==> src/rtl/alu_sequencer.sv <==
// rtl/alu_sequencer.sv - Guided operand/operator load sequencer for the board ALU.
// Two debounced buttons step through operand1, operand2, operator, execute and show.
module alu_sequencer #(
  parameter int NB_OP           = 6,
  parameter int NB_DATA         = 8,
  parameter int NB_OUT          = 16,
  parameter int DEBOUNCE_CYCLES = 4
) (
  input  logic               clk,
  input  logic               i_reset_n,
  input  logic [NB_DATA-1:0] switches,
  input  logic               btn_enter,
  input  logic               btn_back,
  input  logic [NB_OUT-1:0]  i_result,
  output logic [NB_DATA-1:0] o_operand1,
  output logic [NB_DATA-1:0] o_operand2,
  output logic [NB_OP-1:0]   o_operator,
  output logic               o_valid,
  output logic               o_error,
  output logic [2:0]         o_state,
  output logic [NB_OUT-1:0]  leds
);

  localparam int NB_CNT = (DEBOUNCE_CYCLES > 2) ? $clog2(DEBOUNCE_CYCLES) : 1;

  typedef enum logic [2:0] {
    S_OP1  = 3'd0,
    S_OP2  = 3'd1,
    S_OPR  = 3'd2,
    S_EXEC = 3'd3,
    S_SHOW = 3'd4
  } state_t;

  // Index 0 is the enter button, index 1 the back button.
  logic [1:0]        raw;
  logic [1:0]        sync1;
  logic [1:0]        sync2;
  logic [1:0]        deb;
  logic [1:0]        deb_d;
  logic [1:0]        pulse;
  logic [NB_CNT-1:0] cnt [2];

  logic enter_pulse;
  logic back_pulse;

  assign raw         = {btn_back, btn_enter};
  assign enter_pulse = pulse[0];
  assign back_pulse  = pulse[1];

  // The counter saturates one short of DEBOUNCE_CYCLES; the next differing cycle commits the level.
  always_ff @(posedge clk or negedge i_reset_n) begin
    if (!i_reset_n) begin
      sync1 <= '0;
      sync2 <= '0;
      deb   <= '0;
      deb_d <= '0;
      pulse <= '0;
      for (int i = 0; i < 2; i++) begin
        cnt[i] <= '0;
      end
    end else begin
      sync1 <= raw;
      sync2 <= sync1;
      deb_d <= deb;
      pulse <= deb & ~deb_d;
      for (int i = 0; i < 2; i++) begin
        if (sync2[i] == deb[i]) begin
          cnt[i] <= '0;
        end else if (cnt[i] == NB_CNT'(DEBOUNCE_CYCLES - 1)) begin
          deb[i] <= sync2[i];
          cnt[i] <= '0;
        end else begin
          cnt[i] <= cnt[i] + 1'b1;
        end
      end
    end
  end

  function automatic logic op_valid(input logic [NB_OP-1:0] op);
    case (op)
      NB_OP'(6'b100000), NB_OP'(6'b100010), NB_OP'(6'b100100), NB_OP'(6'b100101),
      NB_OP'(6'b100110), NB_OP'(6'b100111), NB_OP'(6'b000011), NB_OP'(6'b000010):
        op_valid = 1'b1;
      default:
        op_valid = 1'b0;
    endcase
  endfunction

  state_t             state, state_n;
  logic [NB_DATA-1:0] op1_n, op2_n;
  logic [NB_OP-1:0]   opr_n;
  logic               err_n;
  logic [NB_OUT-1:0]  leds_n;

  always_ff @(posedge clk or negedge i_reset_n) begin
    if (!i_reset_n) begin
      state      <= S_OP1;
      o_operand1 <= '0;
      o_operand2 <= '0;
      o_operator <= '0;
      o_error    <= 1'b0;
      leds       <= '0;
    end else begin
      state      <= state_n;
      o_operand1 <= op1_n;
      o_operand2 <= op2_n;
      o_operator <= opr_n;
      o_error    <= err_n;
      leds       <= leds_n;
    end
  end

  // Enter is tested before back in every state, so a simultaneous back is dropped.
  always_comb begin
    state_n = state;
    op1_n   = o_operand1;
    op2_n   = o_operand2;
    opr_n   = o_operator;
    err_n   = o_error;
    leds_n  = leds;
    case (state)
      S_OP1: begin
        if (enter_pulse) begin
          op1_n   = switches;
          state_n = S_OP2;
        end
      end
      S_OP2: begin
        if (enter_pulse) begin
          op2_n   = switches;
          state_n = S_OPR;
        end else if (back_pulse) begin
          state_n = S_OP1;
        end
      end
      S_OPR: begin
        if (enter_pulse) begin
          if (op_valid(switches[NB_OP-1:0])) begin
            opr_n   = switches[NB_OP-1:0];
            err_n   = 1'b0;
            state_n = S_EXEC;
          end else begin
            err_n   = 1'b1;
          end
        end else if (back_pulse) begin
          state_n = S_OP2;
        end
      end
      S_EXEC: begin
        leds_n  = i_result;
        state_n = S_SHOW;
      end
      S_SHOW: begin
        if (enter_pulse) begin
          state_n = S_OP1;
        end else if (back_pulse) begin
          state_n = S_OPR;
        end
      end
      default: begin
        state_n = S_OP1;
      end
    endcase
  end

  assign o_valid = (state == S_EXEC);
  assign o_state = state;

endmodule

==> config.mk <==
export PLATFORM = sky130hd
export DESIGN_NAME = alu_sequencer
export DESIGN_NICKNAME = d
export VERILOG_FILES = /design/src/rtl/alu_sequencer.sv
export SDC_FILE = /design/constraint.sdc
export NUM_CORES = 1
export LEC_CHECK = 0
export ABC_AREA = 1
export CAP_MARGIN = 20
export CORE_MARGIN = 2
export CORE_UTILIZATION = 45
export DETAILED_ROUTE_END_ITERATION = 8
export GPL_TIMING_DRIVEN = 0
export PLACE_DENSITY = 0.77
export SLEW_MARGIN = 10
export SYNTH_ARGS = -nofsm -noshare
export SYNTH_HDL_FRONTEND = slang
export SYNTH_SLANG_ARGS = --single-unit
==> constraint.sdc <==
create_clock -name clk -period 1.5 [get_ports clk]
set_clock_uncertainty 0.1 [all_clocks]
set_input_delay 0.15 -clock clk [delete_from_list [all_inputs] [get_ports clk]]
set_output_delay 0.15 -clock clk [all_outputs]
set_load 0.05 [all_outputs]
==> flow_summary.yaml <==
min_path:
  worstHoldEndpoint: "sync1[0]$_DFF_PN0_"
  holdCritStartpoint: "btn_enter"
  hold_depth: 1
  hold_path_class: "primary input to flip-flop"
global_routing:
  grt_max_degree: 38
  grt_pass1_wl_mm: 7.314
  grt_usage_pct: 17.80
  globalRouteOverflowTotal: 0
  antenna_found_initial: 0
  grt_pass1_vias: 1608
timing:
  holdWs_ns: 0.1711
  final.setup.tns_ns: -0.008401
  max_slew_margin_pct: 66.12
  setup_slack_ns: -0.008401
  period_needed_ns: 1.508
  maxSlewViolCount: 0
  worst_slew_pin_slew_ns: 0.5101
  rsz0062_at_grt: "yes"
  fmax_ghz: 0.6630
  setup_viol: 1
  hold_viol: 0
  period_share_pct: 100.6
flow_run:
  max-cap-violations: 0
floorplanning:
  core_area_um2: 4661
  die_h_um: 72.85
  die_x_um: 72.85
  design.die.area_um2: 5307
  num_rows: 25
  top_level_ports: 71
  initial_core_util_pct: 45.77
clock_tree:
  clock_path_buffers: 2
  cts_tree: "yes"
  path_clk_slew_ns: 0.09
  worstSkewPairLatency_ns: 0.30
  cts_buffers: 5
  clockRootBuffer: "clkbuf_8"
  cts.sinks: 56
  htree_levels: 2
synthesis:
  synth_nets: 246
  synthArstFlopShare_pct: 100.0
  ys_seq_elements: 56
  ys_top_cells_by_area: "dfrtp_1 66%, nand2_1 14%, o21ai_0 4.5%, inv_1 3.3%, nor2_1 1.9%"
  synth.avg_cell_area_um2: 9.876
  synth_flop_cell: "dfrtp_1"
  synth_area_leader_cell: "dfrtp_1"
  netlist_instances: 216
  synth_edf_count: 0
  yosys_warnings: 0
  synth_top_area_share_pct: 65.69
  ys_seq_area_share_pct: 65.69
  syn_area_um2: 2133
  yosysUniqueCellTypes: 19
worst_setup_path:
  path_max_fanout: 6
  r2r_slack_ns: 0.08
  reg2regPathDepth: 5
  worstPathArrival_ns: 1.26
  crit_type: "flip-flop to output pin"
  end_kind: "output pin"
  r2r-end: "o_operator[4]$_DFFE_PN0P_"
  start_kind: "flip-flop"
  rr_startpoint: "o_state[0]$_DFFE_PN0P_"
  cp.required_ns: 1.25
power_and_ir_drop:
  pwr-share-seq_pct: 34.8
  p_total_mw: 7.363
  intPower_mw: 3.671
  pwr-share-clk_pct: 11.9
  switching_share_pct: 50.14
  power_density_nw_per_um2: 2407
  max-vdd-ir-drop_mv: 1.201
  pwr-share-comb_pct: 53.4
  p_leak_nw: 1.579
  netSwitchingPower_mw: 3.692
outcome:
  violations: "negative setup slack"
  status: "finished with violations"
detailed_routing:
  drcViolationCount: 0
  vias_per_cell: 4.689
  drtIter0Drc: 87
  ant_nets: 0
  routedWlPerCell_um: 12.10
  drt_pass1_iterations: 4
  wl_mm: 4.285
  vias: 1660
layout:
  design_area_um2: 3059
  final_util_pct: 65.64
  multi_input_area_um2: 641.9
  num_antenna_cells: 0
  fin_nets: 329
  final_cell_count_no_fill: 354
  fillCellCount: 388
  final-seq-area_um2: 1405
  area_growth_pct: 43.40
  drive_gt1_share_pct: 11.67
place:
  port_buffers: 70
  gp_congestion: 0.7456
  dpl_cell_area_um2: 2920
  dp_slack_ns: -0.6471
  dpl.cell_count: 341
  dp_hpwl_mm: 3.103
==> power by group through the flow <==
stage | combinational [mW] | clock, mW | sequential [mW]
after floorplan | 0.927 | 0 | 4.41
after global placement | 4.12 | 0 | 2.57
after detailed placement | 4.19 | 0 | 2.60
after CTS | 3.87 | 0.905 | 2.56
after global routing | 4.23 | 0.967 | 2.65
final | 3.93 | 0.875 | 2.56
==> worst max path at each step <==
stage,from,end
final,o_state[2]$_DFFE_PN0P_,o_valid
after CTS,o_state[0]$_DFFE_PN0P_,o_valid
after global placement,i_reset_n,o_state[0]$_DFFE_PN0P_
after floorplan,o_state[0]$_DFFE_PN0P_,leds[0]$_DFFE_PN0P_
after detailed placement,o_state[2]$_DFFE_PN0P_,o_valid
after global routing,o_state[2]$_DFFE_PN0P_,o_valid
==> state kept, by name (all words and copies together) (netlist names) <==
register and flops:
o_operand2 8, sync1 2, o_state 3, o_error 1, leds 16, sync2 2
pulse 2, o_operator 6, cnt 4, o_operand1 8, deb_d 2, deb 2
==> cell type report <==
cell class / count / area share (%)
Inverter: 21 / 2.658
Sequential cell: 56 / 45.93
Buffer: 4 / 1.268
Tap cell: 54 / 2.209
Timing Repair Buffer: 76 / 23.68
Multi-Input combinational cell: 135 / 20.98
Clock buffer: 8 / 3.272
==> worst max-delay path: stages, from the launching register on <==
cell,delay (ns)
dfrtp_2,0.48
nor3_4,0.21
buf_6,0.13
buf_8,0.13
==> cell usage in the layout (no fill, tap or decap) <==
cell	synthesis	final
nand2_1	82	79
dfrtp_1	56	53
dlygate4sd2_1	0	32
clkdlybuf4s50_1	0	26
inv_1	19	18
o21ai_0	19	17
nor2_1	11	11
clkbuf_8	0	7
clkdlybuf4s15_1	0	7
nand3_1	7	5
a21oi_1	4	4
buf_4	0	4
buf_6	3	3
dfrtp_2	0	3
clkdlybuf4s15_2	0	3
xnor2_1	2	2
nor3_1	2	2
inv_2	1	2
o21ai_1	0	2
nor2_4	2	2
nand2_2	0	2
buf_2	1	2
ha_1	2	2
nor3_4	1	1
nand3b_1	1	1
nand2_4	0	1
nand3_2	0	1
nand4_1	1	1
inv_4	1	1
o211ai_1	1	1
nand3_4	0	1
clkbuf_1	0	1
dlygate4sd3_1	0	1
buf_12	0	1
buf_8	0	1
==> timing repair <==
action	4_1_cts	5_1_grt
endpoints found under the hold margin	19	0
setup endpoints to repair	58	27
setup buffers	1	3
pin swaps	1	2
hold buffers	1	0
resized for setup	58	14
==> routing by layer <==
layer  GRT usage [%]  part of all wire, %
met1           22.70                   42
met2           29.90                   52
met3           4.972                  4.7
met4           4.938                 0.86
met5               0                    0
==> cell families (layout without fill, tap and decap cells) <==
family,Yosys count,in the layout,synth area share (%)
AOI/OAI and AO/OA,24,24,5.748
buffers and inverters,25,109,5.630
adders and majority gates,2,2,1.173
xor gates and xnor gates,2,2,0.8213
and+or+nand+nor,107,107,20.94
DFF,56,56,65.69
==> Yosys cell counts, types with 2 or more instances <==
library cell / number
xnor2_1: 2
nor3_1: 2
inv_1: 19
nand2_1: 82
nor2_1: 11
a21oi_1: 4
buf_6: 3
nand3_1: 7
o21ai_0: 19
dfrtp_1: 56
ha_1: 2
nor2_4: 2
Power figures use the tool's default switching activity.
